==> config.mk <==
export PLATFORM = sky130hd
export DESIGN_NAME = mem_stage_flat
export DESIGN_NICKNAME = d
export VERILOG_FILES = /design/src/rtl/mem_stage_pkg.sv /design/src/rtl/mem_stage_if.sv /design/src/rtl/mem_stage_load_align.sv /design/src/rtl/mem_stage.sv /design/src/flat_wrapper.sv
export SDC_FILE = /design/constraint.sdc
export NUM_CORES = 1
export LEC_CHECK = 0
export ABC_AREA = 1
export BUFFER_PORTS_ARGS = -buffer_cell sky130_fd_sc_hd__buf_2
export CORE_MARGIN = 2
export CORE_UTILIZATION = 47
export DETAILED_ROUTE_END_ITERATION = 8
export GPL_TIMING_DRIVEN = 0
export HOLD_SLACK_MARGIN = 0.03
export MAX_ROUTING_LAYER = met4
export PLACE_DENSITY = 0.88
export SLEW_MARGIN = 15
export SYNTH_ARGS = -nofsm -noshare
export SYNTH_HDL_FRONTEND = slang
export SYNTH_SLANG_ARGS = --single-unit
==> constraint.sdc <==
create_clock -name clk -period 1.7 [get_ports clk]
set_input_delay 0.085 -clock clk [delete_from_list [all_inputs] [get_ports clk]]
set_output_delay 0.085 -clock clk [all_outputs]
set_load 0.05 [all_outputs]
==> src/rtl/mem_stage_pkg.sv <==
// Shared layout of the EX/MEM and MEM/WB buses, fun_3 codes and MEM-stage FSM states.
package mem_stage_pkg;

    localparam int EX_W = 76;
    localparam int WB_W = 38;

    // EX/MEM bus field positions (LSB of each field)
    localparam int EX_ALU_LSB   = 0;
    localparam int EX_DATA2_LSB = 32;
    localparam int EX_FUN3_LSB  = 64;
    localparam int EX_DW_BIT    = 67;
    localparam int EX_DR_BIT    = 68;
    localparam int EX_WADDR_LSB = 69;
    localparam int EX_WREN_BIT  = 74;
    localparam int EX_MUX_BIT   = 75;

    localparam logic [2:0] F3_LB  = 3'b000;
    localparam logic [2:0] F3_LH  = 3'b001;
    localparam logic [2:0] F3_LW  = 3'b010;
    localparam logic [2:0] F3_LBU = 3'b100;
    localparam logic [2:0] F3_LHU = 3'b101;
    localparam logic [2:0] F3_SB  = 3'b000;
    localparam logic [2:0] F3_SH  = 3'b001;
    localparam logic [2:0] F3_SW  = 3'b010;

    typedef enum logic { IDLE = 1'b0, ACCESS = 1'b1 } state_t;

    typedef struct packed {
        logic        mux_d_mem;
        logic        write_reg_en;
        logic [4:0]  write_address;
        logic        d_mem_r;
        logic        d_mem_w;
        logic [2:0]  fun_3;
        logic [31:0] data_2;
        logic [31:0] alu_result;
    } ex_bus_t;

    typedef struct packed {
        logic        write_reg_en;
        logic [4:0]  write_address;
        logic [31:0] wb_data;
    } wb_bus_t;

endpackage

==> src/rtl/mem_stage_if.sv <==
// Data memory / data cache request bus between the MEM stage (master) and memory (slave).
interface mem_stage_if;
    logic        mem_read;
    logic        mem_write;
    logic [31:0] mem_address;
    logic [31:0] mem_writedata;
    logic [3:0]  mem_byteen;
    logic        mem_busywait;
    logic [31:0] mem_readdata;

    modport master (
        output mem_read, mem_write, mem_address, mem_writedata, mem_byteen,
        input  mem_busywait, mem_readdata
    );

    modport slave (
        input  mem_read, mem_write, mem_address, mem_writedata, mem_byteen,
        output mem_busywait, mem_readdata
    );
endinterface

==> src/rtl/mem_stage_load_align.sv <==
// Picks the addressed byte/halfword out of a read word and sign- or zero-extends it.
module mem_load_align
    import mem_stage_pkg::*;
(
    input  logic [31:0] readdata,
    input  logic [1:0]  offset,
    input  logic [2:0]  fun_3,
    output logic [31:0] data
);
    logic [31:0] shifted;
    logic [7:0]  byte_sel;
    logic [15:0] half_sel;

    assign shifted  = readdata >> {offset, 3'b000};
    assign byte_sel = shifted[7:0];
    assign half_sel = offset[1] ? readdata[31:16] : readdata[15:0];

    always_comb begin
        data = readdata;
        case (fun_3)
            F3_LB:   data = {{24{byte_sel[7]}}, byte_sel};
            F3_LH:   data = {{16{half_sel[15]}}, half_sel};
            F3_LBU:  data = {24'h0, byte_sel};
            F3_LHU:  data = {16'h0, half_sel};
            default: data = readdata;
        endcase
    end
endmodule

==> src/rtl/mem_stage.sv <==
// MEM pipeline stage: load/store handshake with data memory, load alignment, MEM/WB register.
module mem_stage
    import mem_stage_pkg::*;
#(
    parameter int EX_W = mem_stage_pkg::EX_W,
    parameter int WB_W = mem_stage_pkg::WB_W
) (
    input  logic             clk,
    input  logic             reset,
    input  logic [EX_W-1:0]  ex_out,
    mem_stage_if.master      bus,
    output logic             stall,
    output logic             mem_misaligned,
    output logic [WB_W-1:0]  mem_out
);
    ex_bus_t     ex;
    state_t      state;
    wb_bus_t     out_q;
    logic        rd_q, wr_q, mis_q;
    logic [31:0] addr_q, wdata_q;
    logic [3:0]  be_q;

    logic        access, is_half, is_word, misaligned, req, is_read;
    logic [31:0] load_data, wb_data, wdata_n;
    logic [3:0]  be_n;

    assign ex = ex_out;

    // Size comes from fun_3[1:0]: 00 byte, 01 half, anything else is treated as a word.
    assign access     = ex.d_mem_r | ex.d_mem_w;
    assign is_half    = ex.fun_3[1:0] == 2'b01;
    assign is_word    = ex.fun_3[1];
    assign misaligned = access & ((is_half & ex.alu_result[0]) |
                                  (is_word & (|ex.alu_result[1:0])));
    assign req        = access & ~misaligned;
    assign is_read    = ex.d_mem_r;

    assign stall = ((state == IDLE) & req) | ((state == ACCESS) & bus.mem_busywait);

    mem_load_align u_align (
        .readdata (bus.mem_readdata),
        .offset   (ex.alu_result[1:0]),
        .fun_3    (ex.fun_3),
        .data     (load_data)
    );

    assign wb_data = ex.mux_d_mem ? load_data : ex.alu_result;

    always_comb begin
        wdata_n = ex.data_2;
        be_n    = 4'b1111;
        case (ex.fun_3[1:0])
            2'b00: begin
                wdata_n = {4{ex.data_2[7:0]}};
                be_n    = 4'b0001 << ex.alu_result[1:0];
            end
            2'b01: begin
                wdata_n = {2{ex.data_2[15:0]}};
                be_n    = 4'b0011 << ex.alu_result[1:0];
            end
            default: begin
                wdata_n = ex.data_2;
                be_n    = 4'b1111;
            end
        endcase
        if (is_read) be_n = 4'b0000;
    end

    always_ff @(posedge clk) begin
        if (reset) begin
            state   <= IDLE;
            rd_q    <= 1'b0;
            wr_q    <= 1'b0;
            addr_q  <= '0;
            wdata_q <= '0;
            be_q    <= '0;
            mis_q   <= 1'b0;
            out_q   <= '0;
        end else begin
            mis_q <= 1'b0;
            case (state)
                IDLE: begin
                    if (req) begin
                        state   <= ACCESS;
                        rd_q    <= is_read;
                        wr_q    <= ~is_read;
                        addr_q  <= {ex.alu_result[31:2], 2'b00};
                        wdata_q <= wdata_n;
                        be_q    <= be_n;
                        out_q   <= '0;
                    end else begin
                        // Misaligned accesses fall through here with the register write suppressed.
                        mis_q <= misaligned;
                        out_q <= '{write_reg_en:  ex.write_reg_en & ~misaligned,
                                   write_address: ex.write_address,
                                   wb_data:       ex.alu_result};
                    end
                end
                ACCESS: begin
                    if (!bus.mem_busywait) begin
                        state <= IDLE;
                        rd_q  <= 1'b0;
                        wr_q  <= 1'b0;
                        be_q  <= '0;
                        out_q <= '{write_reg_en:  ex.write_reg_en,
                                   write_address: ex.write_address,
                                   wb_data:       wb_data};
                    end else begin
                        out_q <= '0;
                    end
                end
                default: state <= IDLE;
            endcase
        end
    end

    assign bus.mem_read      = rd_q;
    assign bus.mem_write     = wr_q;
    assign bus.mem_address   = addr_q;
    assign bus.mem_writedata = wdata_q;
    assign bus.mem_byteen    = be_q;
    assign mem_misaligned    = mis_q;
    assign mem_out           = out_q;
endmodule

==> src/flat_wrapper.sv <==
// flat-port wrapper written by rule: the top's interface ports become plain ports
module mem_stage_flat import mem_stage_pkg::*;
#(
    parameter int EX_W = mem_stage_pkg::EX_W,
    parameter int WB_W = mem_stage_pkg::WB_W
)
  (clk, reset, ex_out, stall, mem_misaligned, mem_out, bus_mem_read, bus_mem_write, bus_mem_address, bus_mem_writedata, bus_mem_byteen, bus_mem_busywait, bus_mem_readdata);
  mem_stage_if bus_i ();
  input  logic clk;
  input  logic reset;
  input  logic [EX_W-1:0] ex_out;
  output logic stall;
  output logic mem_misaligned;
  output logic [WB_W-1:0] mem_out;
  output wire logic [$bits(bus_i.mem_read)-1:0] bus_mem_read;
  output wire logic [$bits(bus_i.mem_write)-1:0] bus_mem_write;
  output wire logic [$bits(bus_i.mem_address)-1:0] bus_mem_address;
  output wire logic [$bits(bus_i.mem_writedata)-1:0] bus_mem_writedata;
  output wire logic [$bits(bus_i.mem_byteen)-1:0] bus_mem_byteen;
  input wire logic [$bits(bus_i.mem_busywait)-1:0] bus_mem_busywait;
  input wire logic [$bits(bus_i.mem_readdata)-1:0] bus_mem_readdata;
  assign bus_mem_read = bus_i.mem_read;
  assign bus_mem_write = bus_i.mem_write;
  assign bus_mem_address = bus_i.mem_address;
  assign bus_mem_writedata = bus_i.mem_writedata;
  assign bus_mem_byteen = bus_i.mem_byteen;
  assign bus_i.mem_busywait = bus_mem_busywait;
  assign bus_i.mem_readdata = bus_mem_readdata;
  mem_stage #(.EX_W(EX_W), .WB_W(WB_W)) u_core (.clk(clk), .reset(reset), .ex_out(ex_out), .bus(bus_i), .stall(stall), .mem_misaligned(mem_misaligned), .mem_out(mem_out));
endmodule
## After elaboration in Yosys (flattened, before gate mapping)

Index checks and enable logic that the tools add are counted.

- Register bits: 108
- Output and inout port bits: 110
- Word-level logic and storage cells: 58

- Bitwise logic cells: 13
- Multiplexer cells: 20
- Shift operators: 3
- Equal/unequal tests: 6
- Reductions and logical operators: 6

Operator list:

| kind | number |
|---|---|
| 32-bit one-hot mux with 4 select lines | 1 |
| 38-bit 2-to-1 mux | 2 |
| 38-bit one-hot mux with 2 select lines | 1 |
| 32-bit one-hot mux with 2 select lines | 1 |
| 32-bit 2-to-1 mux | 1 |
| 32-bit by 5-bit >> shifter with 8-bit output | 1 |
| 16-bit 2-to-1 mux | 1 |
| 4-bit one-hot mux with 2 select lines | 2 |
| 4-bit 2-to-1 mux | 3 |
| 1-bit AND | 7 |
| 3-bit == test, second input constant | 2 |
| 1-bit one-hot mux with 2 select lines | 3 |
| 1-bit 2-to-1 mux | 5 |
| 2-bit AND reduction | 2 |
| 1-bit by 2-bit << shifter with 4-bit output, first input constant | 1 |
| 2-bit by 2-bit << shifter with 4-bit output, first input constant | 1 |
| 3-bit by 1-bit == test with 1-bit output, second input constant | 1 |
| 3-bit zero test | 1 |
| 1-bit NOT | 3 |
| 1-bit bitwise OR | 3 |
| 3-bit OR reduction | 1 |
| 2-bit by 1-bit == test with 1-bit output, second input constant | 1 |
| 2-bit zero test | 1 |
| 2-bit by 1-bit != test with 1-bit output, second input constant | 1 |
| 2 further kinds | 2 |

## Logic depth before layout (Yosys ltp)

- Depth after elaboration: 8
- Gate-level depth with buffers: 12
- Mapped depth without buffers: 11

## Modules after synthesis

Synthesis repeated with hierarchy kept, for this count alone.

- Cells, all modules: 825
- Area total of the unflattened synthesis: 5509.0 um2

By module, submodules not included:

| module | times used | area an instance (um2) | cells each | sequential area each (um2) |
|---|---|---|---|---|
| mem_stage | 1 | 4494.3 | 629 | 2162.1 |
| mem_load_align | 1 | 1014.7 | 196 | 0.0 |

## Least setup slack after synthesis

Ideal clock, no wire load.

- Kind: register to register
- From: register u_core.state
- To: register u_core.out_q (netlist bit u_core.mem_out[32])
- Data required time: 1.561 ns
- Clock period less this slack: 1.306 ns
- Data arrival time: 1.167 ns
- Cell stages (with the launch flop): 5
- Path slack: 0.394 ns
- Cells stage by stage: dfxtp_1 -> nor2_1 -> nand2_4 -> nand2_1 -> nor2_1

- Cells in the longest elaborated chain, start to end: 2

Ends and longest elaborated chain:

| item | line | RTL |
|---|---|---|
| from (decl) | mem_stage.sv:17 | `state_t state;` |
| from (signal assigned) | mem_stage.sv:71 | `state <= IDLE;` |
| from (signal assigned) | mem_stage.sv:84 | `state <= ACCESS;` |
| from (signal assigned) | mem_stage.sv:101 | `state <= IDLE;` |
| 1-bit NOT | mem_stage.sv:81 | `case (state)` |
| 38-bit one-hot mux with 2 select lines (*) | mem_stage.sv:81 |  |
| to (signal assigned) | mem_stage.sv:94 | `out_q <= '{write_reg_en: ex.write_reg_en & ~misaligned,` |
| to (signal assigned) | mem_stage.sv:105 | `out_q <= '{write_reg_en: ex.write_reg_en,` |
| to (decl) | mem_stage.sv:18 | `wb_bus_t out_q;` |

Every way passes the cells marked *; elsewhere a longest branch is shown, timed or not.
A chain may end at the register's enable or synchronous reset.

## Final worst setup path

- From: register u_core.state
- To: output port stall

- Cells in the longest elaborated chain, start to end: 3
- Elaborated cells between the ends (all ways): 4

Ends and longest elaborated chain:

| item | line | RTL |
|---|---|---|
| 1-bit NOT | mem_stage.sv:38 | `assign stall = ((state == IDLE) & req) \| ((state == ACCESS) & bus.mem_busywait);` |
| 1-bit AND | mem_stage.sv:38 |  |
| 1-bit bitwise OR (*) | mem_stage.sv:38 |  |
| to (decl) | flat_wrapper.sv:12 | `output logic stall;` |

Marks and branches as above.

==> impl_metrics.json <==
{
  "r2r-start": "u_core.state",
  "via_count": 5785,
  "placed_area_um2": 6015,
  "p_comb_share_pct": 31.5,
  "place_congestion": 0.9779,
  "cts_tree": "built",
  "grt_antenna_before_repair": 1,
  "hp-class": "in -> reg",
  "syn2layout_area_growth_pct": 45.92,
  "cts_buffers": 9,
  "drt_pass1_iterations": 5,
  "preCtsSetupSlack_ns": 0.1560,
  "grt_pass1_vias": 5397,
  "fp.dieArea_um2": 10960,
  "clock-sinks": 108,
  "syn_avg_cell_area_um2": 7.306,
  "syn_inst": 652,
  "critPathKind": "reg -> out",
  "drc": 0,
  "switching_power_mw": 2.550,
  "htreeDepth": 3,
  "cp.depth": 4,
  "start_util_pct": 48.51,
  "swShare_pct": 38.61,
  "slew_headroom_pct": 61.78,
  "synth-simple-area-share_pct": 20.80,
  "multi_input_area_um2": 2213,
  "final_cell_mix": "buf_2, nand2_1, dfxtp_1, a21oi_1, dlygate4sd3_1",
  "hold_slack_ns": 0.03462,
  "final_common_cell": "buf_2",
  "worst-endpoint-required_ns": 1.62,
  "grt_setup_unrepaired": "no",
  "root_buffer": "clkbuf_8",
  "ys_types": 30,
  "clkLatencyLatePin_ns": 0.39,
  "register_area_um2": 2162,
  "ir_drop_mv": 0.5448,
  "die_w_um": 104.7,
  "hold_viol": 0,
  "antenna_left": 0,
  "period_share_pct": 94.38,
  "totalPowerFinal_mw": 6.603,
  "cp.arrival_ns": 1.52,
  "dp.final_hpwl_um": 12860,
  "layout.cells.non_filler": 1090,
  "crit_chain": "nor2_2, nand2_4, nand2_2, buf_4",
  "drt-initial-drc-count": 529,
  "cts_buffer_depth": 2,
  "synth_seq_cells": 108,
  "die_h_um": 104.7,
  "drt-total-wl_um": 18060,
  "core_um2": 9819,
  "rows": 36,
  "rr_worst_depth": 7,
  "nets": 1062,
  "grt_max_degree": 21,
  "post-route-min-period_ns": 1.604,
  "status": "finished, final reports clean",
  "boundaryPins": 221,
  "reg2reg_setup_slack_ns": 0.11,
  "critPathBufInv": 1,
  "path_clk_slew_ns": 0.10,
  "final_core_util_pct": 70.78,
  "crit_end": "stall",
  "power_frac_clock_pct": 25.7,
  "drt-vias-per-instance": 5.307,
  "layout_setup_ws_ns": 0.09557,
  "critPathTopFamily": "simple AND/OR/NAND/NOR gates",
  "ys_warn_count": 0,
  "intPower_mw": 4.053,
  "synthXorXnorAreaFrac_pct": 0,
  "crit_slowest_cell": "dfxtp_1",
  "power_frac_seq_pct": 42.9,
  "finClkSkew_ns": 0.01247,
  "synth_area_um2": 4763,
  "design_area_um2": 6950,
  "maxCapViolations": 0,
  "cts_setup_buffers": 0,
  "wl_per_cell_um": 16.57,
  "p_leak_nw": 3.370,
  "finalSetupTns_ns": 0,
  "cp_max_fo": 10,
  "synth_adder_area_share_pct": 0,
  "max_stage_delay_ns": 0.40,
  "final_layout_size_suffix_gt1_share_pct": 30.54,
  "grt_pass1_wl_um": 27540,
  "synth_top_family_by_area": "compound AO/OA/AOI/OAI gates",
  "powerDensity_nw_per_um2": 950.1,
  "grt_overflow": 0,
  "critPathCaptureType": "output pin",
  "dp_cells": 1002,
  "cp-startpoint": "u_core.state",
  "synth_mux_area_share_pct": 0,
  "seq_area_frac_synth_pct": 45.39,
  "slew_violations": 0,
  "grt.total_usage_pct": 32.72,
  "worstMarginPinSlew_ns": 0.5732,
  "finalSetupViolations": 0,
  "synth_compound_area_share_pct": 25.40,
  "timing.rr.end": "u_core.mem_out[0]",
  "nFillCells": 830,
  "startpoint_type": "flop",
  "fmax_mhz": 623.3,
  "portBuffers": 216
}
[cells in the mapped netlist, drive strengths merged]
cell	count	area share [%]
nor4	1	0.13
nor2	64	6.4
or2	1	0.13
a31oi	8	1.1
o2111ai	2	0.37
nand2	163	13
dfxtp	108	45
o211ai	16	2.5
clkbuf	17	1.3
inv	39	3.1
o21a	3	0.47
o21ai	84	8.8
clkinv	1	0.079
nand3	6	0.74
a21oi	109	12
buf	25	3.8
nor3	1	0.10
o221ai	3	0.55
conb	1	0.079
[area by class of cell]
cell class                 count  share of cell area, %
clock inverter                 7                  1.314
antenna                        1                0.03600
clock buffer                   9                  1.782
timing repair buffer         287                  25.81
inverter                      40                  2.160
tap                          133                  2.394
buffer                        42                  3.546
sequential                   108                  31.11
multi-input combinational    463                  31.85
[how the worst min path moves through the flow]
stage / from / slack (ns) / cells after the start / endpoint
floorplan: ex_out[69] / 0.21 / 2 / u_core.mem_out[32]
global placement: ex_out[73] / 0.32 / 3 / u_core.mem_out[36]
detailed placement: ex_out[71] / 0.32 / 3 / u_core.mem_out[34]
CTS: bus_mem_readdata[29] / 0.03 / 3 / u_core.mem_out[29]
global route: ex_out[47] / 0.05 / 3 / u_core.bus.mem_writedata[15]
finish: bus_mem_readdata[27] / 0.03 / 3 / u_core.mem_out[27]
[timing repair]
item	CTS	global route
cloned	0	0
hold buffers	71	0
setup endpoints to repair	1	1
endpoints found under the hold margin	90	0
resized for setup	2	1
[metal layers]
layer  up-vias  part of all wire, %  global-route usage (%)
met3        81                  8.3                   6.051
met1      2584                   41                   40.99
met2       351                   46                   51.12
li1       2769                    -                       -
met5         -                    0                       -
met4         0                  4.5                   15.71
[worst min-delay path, stage by stage]
cell and delay, ns:
buf_2 0.10, o211ai_1 0.08, a21oi_1 0.11
[cell families after synthesis]
kind of cell,count (synthesis)
buf+inv,82
other cells,1
simple gates,236
flops,108
compound gates,225
[power groups by stage]
stage	logic (mW)	clock network (mW)	registers, mW
2_1_floorplan	0.622	0	3.60
3_3_place_gp	1.89	0	2.88
3_5_place_dp	1.90	0	2.88
4_1_cts	2.04	1.71	2.82
5_1_grt	2.20	1.82	2.85
6_report	2.08	1.70	2.83
[state kept, by name, indices dropped and copies added (netlist names)]
| name | count |
|---|---|
| u_core.bus.mem_read | 1 |
| u_core.mem_misaligned | 1 |
| u_core.state | 1 |
| u_core.bus.mem_address | 30 |
| u_core.bus.mem_byteen | 4 |
| u_core.bus.mem_write | 1 |
| u_core.bus.mem_writedata | 32 |
| u_core.mem_out | 38 |
Note: power is estimated with default switching activity, not from simulation.
